**config.mk**
```make
export PLATFORM = sky130hd
export DESIGN_NAME = multicycle_core
export DESIGN_NICKNAME = d
export VERILOG_FILES = /design/src/rtl/multicycle_core.sv
export SDC_FILE = /design/constraint.sdc
export NUM_CORES = 2
export LEC_CHECK = 0
export BUFFER_PORTS_ARGS = -buffer_cell sky130_fd_sc_hd__buf_2
export CAP_MARGIN = 25
export CORE_ASPECT_RATIO = 1.75
export CORE_UTILIZATION = 65
export DETAILED_ROUTE_END_ITERATION = 8
export PLACE_DENSITY_LB_ADDON = 0.05
export SYNTH_ARGS = -nofsm -noshare
export SYNTH_HDL_FRONTEND = slang
export SYNTH_SLANG_ARGS = --single-unit
```
**constraint.sdc**
```tcl
create_clock -name clk -period 7.4 [get_ports clk]
set_input_delay 1.11 -clock clk [delete_from_list [all_inputs] [get_ports clk]]
set_output_delay 1.11 -clock clk [all_outputs]
set_load 0.01 [all_outputs]
```
**src/rtl/multicycle_core.sv**
```systemverilog
// Multicycle RV32I-subset core: one shared memory port, FETCH/DECODE/EXEC/MEM/WB
// sequencing, bus-timeout supervision and a retired-instruction counter.
module multicycle_core #(
  parameter logic [31:0] RESET_PC    = 32'h0000_0000,
  parameter int unsigned BUS_TIMEOUT = 255
) (
  input  logic        clk,
  input  logic        rst,
  output logic        mem_req,
  output logic        mem_we,
  output logic [31:0] mem_addr,
  output logic [31:0] mem_wdata,
  input  logic [31:0] mem_rdata,
  input  logic        mem_ready,
  output logic        halted,
  output logic        trap,
  output logic        retire,
  output logic [31:0] instret
);

  typedef enum logic [2:0] {
    FETCH  = 3'd0,
    DECODE = 3'd1,
    EXEC   = 3'd2,
    MEM    = 3'd3,
    WB     = 3'd4,
    HALT   = 3'd5
  } state_t;

  typedef enum logic [3:0] {
    OP_ADD    = 4'd0,
    OP_SUB    = 4'd1,
    OP_AND    = 4'd2,
    OP_OR     = 4'd3,
    OP_SLT    = 4'd4,
    OP_ADDI   = 4'd5,
    OP_LUI    = 4'd6,
    OP_LW     = 4'd7,
    OP_SW     = 4'd8,
    OP_BEQ    = 4'd9,
    OP_BNE    = 4'd10,
    OP_JAL    = 4'd11,
    OP_EBREAK = 4'd12,
    OP_ILL    = 4'd13
  } op_t;

  localparam logic [31:0] TIMEOUT_LIM = 32'(BUS_TIMEOUT);

  function automatic op_t decode_op(input logic [31:0] ir);
    op_t op;
    op = OP_ILL;
    case (ir[6:0])
      7'b0110011: begin
        case ({ir[31:25], ir[14:12]})
          10'b0000000_000: op = OP_ADD;
          10'b0100000_000: op = OP_SUB;
          10'b0000000_111: op = OP_AND;
          10'b0000000_110: op = OP_OR;
          10'b0000000_010: op = OP_SLT;
          default:         op = OP_ILL;
        endcase
      end
      7'b0010011: op = (ir[14:12] == 3'b000) ? OP_ADDI : OP_ILL;
      7'b0110111: op = OP_LUI;
      7'b0000011: op = (ir[14:12] == 3'b010) ? OP_LW : OP_ILL;
      7'b0100011: op = (ir[14:12] == 3'b010) ? OP_SW : OP_ILL;
      7'b1100011: begin
        case (ir[14:12])
          3'b000:  op = OP_BEQ;
          3'b001:  op = OP_BNE;
          default: op = OP_ILL;
        endcase
      end
      7'b1101111: op = OP_JAL;
      7'b1110011: op = (ir == 32'h0010_0073) ? OP_EBREAK : OP_ILL;
      default:    op = OP_ILL;
    endcase
    return op;
  endfunction

  function automatic logic [31:0] decode_imm(input logic [31:0] ir);
    logic [31:0] imm;
    case (ir[6:0])
      7'b0010011, 7'b0000011: imm = {{20{ir[31]}}, ir[31:20]};
      7'b0100011:             imm = {{20{ir[31]}}, ir[31:25], ir[11:7]};
      7'b1100011:             imm = {{19{ir[31]}}, ir[31], ir[7], ir[30:25], ir[11:8], 1'b0};
      7'b0110111:             imm = {ir[31:12], 12'h000};
      7'b1101111:             imm = {{11{ir[31]}}, ir[31], ir[19:12], ir[20], ir[30:21], 1'b0};
      default:                imm = 32'h0000_0000;
    endcase
    return imm;
  endfunction

  function automatic logic [31:0] alu(input op_t op, input logic [31:0] a, input logic [31:0] b);
    logic [31:0] r;
    case (op)
      OP_ADD, OP_ADDI: r = a + b;
      OP_SUB:          r = a - b;
      OP_AND:          r = a & b;
      OP_OR:           r = a | b;
      OP_SLT:          r = {31'd0, ($signed(a) < $signed(b))};
      OP_LUI:          r = b;
      default:         r = 32'h0000_0000;
    endcase
    return r;
  endfunction

  state_t      state_r, state_next_s;
  op_t         op_r, op_dec_s;
  logic [31:0] pc_r, pc_next_s, ir_r, imm_r, rs1_val_r, rs2_val_r, res_r, res_next_s;
  logic [31:0] wait_cnt_r, wait_next_s;
  logic [31:0] rf_r [32];
  logic        mem_req_r, mem_we_r, halted_r, trap_r, retire_r;
  logic [31:0] mem_addr_r, mem_wdata_r, instret_r;
  logic        req_next_s, we_next_s, ir_load_s, dec_load_s, rf_we_s, retire_s, trap_set_s;
  logic [31:0] addr_next_s, wdata_next_s, imm_dec_s, rs1_rd_s, rs2_rd_s;
  logic [31:0] pc_plus4_s, target_s, ea_s, alu_s;
  logic        taken_s, timeout_s;

  assign op_dec_s   = decode_op(ir_r);
  assign imm_dec_s  = decode_imm(ir_r);
  assign rs1_rd_s   = (ir_r[19:15] == 5'd0) ? 32'h0000_0000 : rf_r[ir_r[19:15]];
  assign rs2_rd_s   = (ir_r[24:20] == 5'd0) ? 32'h0000_0000 : rf_r[ir_r[24:20]];
  assign pc_plus4_s = pc_r + 32'd4;
  assign target_s   = pc_r + imm_r;
  assign ea_s       = rs1_val_r + imm_r;
  assign alu_s      = alu(op_r, rs1_val_r,
                          ((op_r == OP_ADDI) || (op_r == OP_LUI)) ? imm_r : rs2_val_r);
  assign taken_s    = (op_r == OP_BEQ) ? (rs1_val_r == rs2_val_r) : (rs1_val_r != rs2_val_r);
  // A zero limit disables supervision; otherwise this wait cycle is the last one allowed.
  assign timeout_s  = (TIMEOUT_LIM != 32'd0) && ((wait_cnt_r + 32'd1) == TIMEOUT_LIM);

  // Next-state, next-output and datapath-control decode.
  always_comb begin
    state_next_s = state_r;
    pc_next_s    = pc_r;
    req_next_s   = 1'b0;
    we_next_s    = 1'b0;
    addr_next_s  = mem_addr_r;
    wdata_next_s = mem_wdata_r;
    wait_next_s  = 32'd0;
    res_next_s   = res_r;
    ir_load_s    = 1'b0;
    dec_load_s   = 1'b0;
    rf_we_s      = 1'b0;
    retire_s     = 1'b0;
    trap_set_s   = 1'b0;
    case (state_r)
      FETCH: begin
        if (!mem_req_r) begin
          req_next_s  = 1'b1;
          addr_next_s = pc_r;
        end else if (mem_ready) begin
          state_next_s = DECODE;
          ir_load_s    = 1'b1;
        end else if (timeout_s) begin
          state_next_s = HALT;
          trap_set_s   = 1'b1;
        end else begin
          req_next_s  = 1'b1;
          wait_next_s = wait_cnt_r + 32'd1;
        end
      end
      DECODE: begin
        dec_load_s = 1'b1;
        if (op_dec_s == OP_ILL) begin
          state_next_s = HALT;
          trap_set_s   = 1'b1;
        end else if (op_dec_s == OP_EBREAK) begin
          state_next_s = HALT;
        end else begin
          state_next_s = EXEC;
        end
      end
      EXEC: begin
        case (op_r)
          OP_BEQ, OP_BNE: begin
            if (taken_s && (target_s[1:0] != 2'b00)) begin
              state_next_s = HALT;
              trap_set_s   = 1'b1;
            end else begin
              pc_next_s    = taken_s ? target_s : pc_plus4_s;
              retire_s     = 1'b1;
              state_next_s = FETCH;
              req_next_s   = 1'b1;
              addr_next_s  = taken_s ? target_s : pc_plus4_s;
            end
          end
          OP_LW, OP_SW: begin
            if (ea_s[1:0] != 2'b00) begin
              state_next_s = HALT;
              trap_set_s   = 1'b1;
            end else begin
              state_next_s = MEM;
              req_next_s   = 1'b1;
              we_next_s    = (op_r == OP_SW);
              addr_next_s  = ea_s;
              wdata_next_s = rs2_val_r;
            end
          end
          OP_JAL: begin
            if (target_s[1:0] != 2'b00) begin
              state_next_s = HALT;
              trap_set_s   = 1'b1;
            end else begin
              res_next_s   = pc_plus4_s;
              state_next_s = WB;
            end
          end
          default: begin
            res_next_s   = alu_s;
            state_next_s = WB;
          end
        endcase
      end
      MEM: begin
        if (mem_ready) begin
          if (op_r == OP_LW) begin
            res_next_s   = mem_rdata;
            state_next_s = WB;
          end else begin
            pc_next_s    = pc_plus4_s;
            retire_s     = 1'b1;
            state_next_s = FETCH;
            req_next_s   = 1'b1;
            addr_next_s  = pc_plus4_s;
          end
        end else if (timeout_s) begin
          state_next_s = HALT;
          trap_set_s   = 1'b1;
        end else begin
          req_next_s  = 1'b1;
          we_next_s   = mem_we_r;
          wait_next_s = wait_cnt_r + 32'd1;
        end
      end
      WB: begin
        rf_we_s      = (ir_r[11:7] != 5'd0);
        pc_next_s    = (op_r == OP_JAL) ? target_s : pc_plus4_s;
        retire_s     = 1'b1;
        state_next_s = FETCH;
        req_next_s   = 1'b1;
        addr_next_s  = (op_r == OP_JAL) ? target_s : pc_plus4_s;
      end
      HALT: begin
        state_next_s = HALT;
      end
      default: begin
        state_next_s = HALT;
        trap_set_s   = 1'b1;
      end
    endcase
  end

  // State register.
  always_ff @(posedge clk or negedge rst) begin
    if (!rst) state_r <= FETCH;
    else      state_r <= state_next_s;
  end

  // Datapath registers: PC, IR, decoded operands, result and wait counter.
  always_ff @(posedge clk or negedge rst) begin
    if (!rst) begin
      pc_r       <= RESET_PC;
      ir_r       <= 32'h0000_0000;
      op_r       <= OP_ILL;
      imm_r      <= 32'h0000_0000;
      rs1_val_r  <= 32'h0000_0000;
      rs2_val_r  <= 32'h0000_0000;
      res_r      <= 32'h0000_0000;
      wait_cnt_r <= 32'd0;
    end else begin
      pc_r       <= pc_next_s;
      res_r      <= res_next_s;
      wait_cnt_r <= wait_next_s;
      if (ir_load_s) ir_r <= mem_rdata;
      else           ir_r <= ir_r;
      if (dec_load_s) begin
        op_r      <= op_dec_s;
        imm_r     <= imm_dec_s;
        rs1_val_r <= rs1_rd_s;
        rs2_val_r <= rs2_rd_s;
      end else begin
        op_r      <= op_r;
        imm_r     <= imm_r;
        rs1_val_r <= rs1_val_r;
        rs2_val_r <= rs2_val_r;
      end
    end
  end

  // Registered bus and status outputs.
  always_ff @(posedge clk or negedge rst) begin
    if (!rst) begin
      mem_req_r   <= 1'b0;
      mem_we_r    <= 1'b0;
      mem_addr_r  <= 32'h0000_0000;
      mem_wdata_r <= 32'h0000_0000;
      halted_r    <= 1'b0;
      trap_r      <= 1'b0;
      retire_r    <= 1'b0;
      instret_r   <= 32'd0;
    end else begin
      mem_req_r   <= req_next_s;
      mem_we_r    <= we_next_s;
      mem_addr_r  <= addr_next_s;
      mem_wdata_r <= wdata_next_s;
      halted_r    <= (state_next_s == HALT);
      trap_r      <= trap_r | trap_set_s;
      retire_r    <= retire_s;
      instret_r   <= instret_r + {31'd0, retire_s};
    end
  end

  // Register file; entry 0 is never written so x0 stays zero.
  always_ff @(posedge clk or negedge rst) begin
    if (!rst) begin
      for (int i = 0; i < 32; i++) rf_r[i] <= 32'h0000_0000;
    end else if (rf_we_s) begin
      rf_r[ir_r[11:7]] <= res_r;
    end else begin
      rf_r[0] <= 32'h0000_0000;
    end
  end

  assign mem_req   = mem_req_r;
  assign mem_we    = mem_we_r;
  assign mem_addr  = {mem_addr_r[31:2], 2'b00};
  assign mem_wdata = mem_wdata_r;
  assign halted    = halted_r;
  assign trap      = trap_r;
  assign retire    = retire_r;
  assign instret   = instret_r;

endmodule

```
==> impl_results.md <==
- Result of the run: finished, final reports clean
- Area of placed instances: 80500 sq um
- Pin count of the biggest net entering global routing: 177
- # H-tree levels: 4
- Leakage: 38.0 nW
- Worst setup SP type: flop
- Reg clk slew, reported paths: 0.07 ns
- Slowest cell on the critical path: dfrtp_1
- Nets@finish: 6186
- Pwr dens: 170 nW/um^2
- Gr ovfl total: 0
- CTS tree: yes
- Top Ports: 136
- Rows: 168
- Hold buffers post-CTS: 0
- Post-synth top area share: 43.1%
- Starting Density: 65.5%
- Tmin final: 5.85 ns
- Placer Congestion: 0.988
- Worst-skew pair later-pin latency: 0.80 ns
- Cts repair resizes: 0
- Cell variety after synth: 87
- Synth Flop Type: dfrtp_1
- DP Cell Count: 7364
- Sequential cell area: 33900 sq um
- Vias per cell: 7.36
- Worst r2r src: op_r[1]$_DFFE_PN0P_
- Tcrit/Tclk final: 79.0%
- Ys Warns: 0
- Hpwl dp: 163000 um
- Reg2Reg Depth: 16
- VDD IR max: 0.260 mV
- Dominant cells by area after synthesis: dfrtp_1 (43%), mux4_2 (18%), mux2_2 (16%)
- Initial antenna violation count: 6
- Drt pass-1 iters: 9
- Core area: 120000 sq um
- Final Skew: 0.0287 ns
- I/O Buffers: 133
- # setup viols final: 0
- Layout cell share with drive strength beyond 1: 37.9%
- Normalized max-slew margin: 18.3%
- DR vias: 55974
- Crit-path max cell delay: 0.69 ns
- Crit-path cells: xnor2_1 -> nor2_4 -> buf_4 -> mux2_2 -> inv_1 -> ha_1 -> or3_1 -> or3_1 -> or4_1 -> a31oi_1 -> o21ai_0 -> nand2_1 -> nand2_1 -> o21ai_0 -> mux2_2 -> a21oi_1
- Syn-to-layout area delta: 8.33%
- Iter 0 DRT Violations: 5976
- Largest area contributor in the netlist: dfrtp_1
- Area occupied by multi-input gates: 42400 sq um
- Max-cap violation count: 0
- Synth cell count leaders: dfrtp_1 (1351), mux2_2 (1097), mux4_2 (640)
- Max Fclk: 0.171 GHz
- Top Family by Delay on Critical Path: simple AND/OR/NAND/NOR gates
- Bufs and invs on worst path: 2
- Unrepaired setup endpoints after global routing: no
- #FFs+latches synth: 1354
- All-Layer GR Usage: 42.5%
- R2R Path End: res_r[28]$_DFFE_PN0P_
- CP endpoint kind: flop
- Uppermost routed layer: met5
- Global-route wire length before repair: 376000 um
- Routed length per instance: 33.6 um
- CTS max path bufs: 3
- Worst Max-Slew Pin Slew: 1.22 ns
- Seq/Total Area, Yosys: 43.2%
- CP Class: flop to flop
- Final antenna-violating net count: 0
- DIE HEIGHT: 462 um
- Fin area: 85100 sq um
- Avg Inst Size Synth: 12.9 sq um
- Root Driver: clkbuf_16
- Crit Path Max Fanout: 25
- Max-slew violations: 0
- Ys async rst share: 100%
- Drt drc: 0
- WL met1: 90600 um
- CP Launch Point: op_r[1]$_DFFE_PN0P_
- Cell Area, Synth: 78500 sq um
- Post-Syn Instances: 6103
- Number of synthesized flops with an enable pin: 0
- Hold Crit Class: primary input to async pin
- Post-CTS Setup Inserts: 0
- Die width: 265 um
- Worst reg-to-reg setup slack: 1.55 ns
- Req. time, crit path: 8.12 ns
- # fillers: 8254
- Die ar.: 122000 sq um
- Metal2 WL: 123000 um
- Final Non-Filler Cells: 7609
- Total power: 14.4 mW
- Most frequent cell after synthesis: dfrtp_1
- CTS Sinks: 1354
- Detailed-route wire length: 255000 um
- Final Hold Vio Count: 0
- Vias in the first global route: 57247
- Crit path DAT: 6.57 ns
- Met3 wire len: 20500 um
- Fin Setup TNS: 0 ns
- CTS Buf Count: 130
==> placed cells by master (no fill, tap or decap), drive strengths merged, types with 170 or more instances in the layout <==
cell type  instances
mux4             640
a21oi            231
buf              268
mux2            1097
o21ai            212
ha               170
dfrtp           1351
clkbuf           192
nand2            274
nor2             275
==> worst reg2reg max path: cells and delay by family, from the launching register on <==
kind,cells,cell delay [ns]
mux,2,0.79
fa+ha+maj,1,0.33
compound gates,4,1.26
simple gates,6,1.94
flops,1,0.69
xor+xnor,1,0.23
buf+inv,2,0.55
==> layout make-up <==
type / instances / area share, %
Timing Repair Buffer: 268 / 2.45
Inverter: 129 / 0.569
Clock buffer: 192 / 4.55
Antenna cell: 2 / 0.00588
Tap cell: 1530 / 2.25
Sequential cell: 1354 / 39.9
Multi-Input combinational cell: 4094 / 49.8
Clock inverter: 40 / 0.496
==> kinds of logic after synthesis <==
| kind of cell | Yosys count | synth area share, % |
|---|---|---|
| flip-flops | 1354 | 43.2 |
| AND/OR/NAND/NOR | 975 | 5.89 |
| buffers and inverters | 656 | 3.15 |
| adder cells (fa/ha/maj) | 174 | 2.81 |
| other | 1 | 0.00478 |
| AO/OA/AOI/OAI | 937 | 7.77 |
| XOR/XNOR | 186 | 2.07 |
| multiplexers | 1820 | 35.1 |
==> how the worst max path moves through the flow <==
stage                            endpoint  slack [ns]  depth (start not counted)
floorplan           res_r[28]$_DFFE_PN0P_        2.81                         18
global placement    res_r[28]$_DFFE_PN0P_        1.83                         16
detailed placement  res_r[28]$_DFFE_PN0P_        1.79                         16
CTS                 res_r[28]$_DFFE_PN0P_        1.76                         16
global route        res_r[28]$_DFFE_PN0P_        1.37                         16
finish              res_r[28]$_DFFE_PN0P_        1.55                         16
==> stage by stage <==
step	setup slack, ns	hold WS (ns)	utilization, %
global placement	1.83	0.458	67.1
floorplan	2.81	0.467	-
finish	1.55	0.299	71.0
global route	1.37	0.365	71.0
CTS	1.76	0.351	70.8
detailed placement	1.79	0.463	67.2
==> where the power goes <==
part           switching [mW]  leakage (nW)  internal [mW]
Combinational           0.164          17.1         0.0179
Clock                    3.02          2.12           3.82
Sequential                  0          18.8           7.40
==> state kept, by name, indices dropped and copies added (netlist names), 32 cells and up <==
| register | cells |
|---|---|
| rf_r | 1024 |
| imm_r | 32 |
| instret | 32 |
| ir_r | 32 |
| mem_wdata | 32 |
| pc_r | 32 |
| res_r | 32 |
| rs1_val_r | 32 |
| rs2_val_r | 32 |
| wait_cnt_r | 32 |
==> metal layers <==
metal / up-vias / global-route usage, %
met5: - / 0
met4: 6 / 30.1
met3: 886 / 8.15
met2: 2911 / 68.3
met1: 29211 / 51.9
li1: 22960 / -
(Power assumes the default switching activity.)
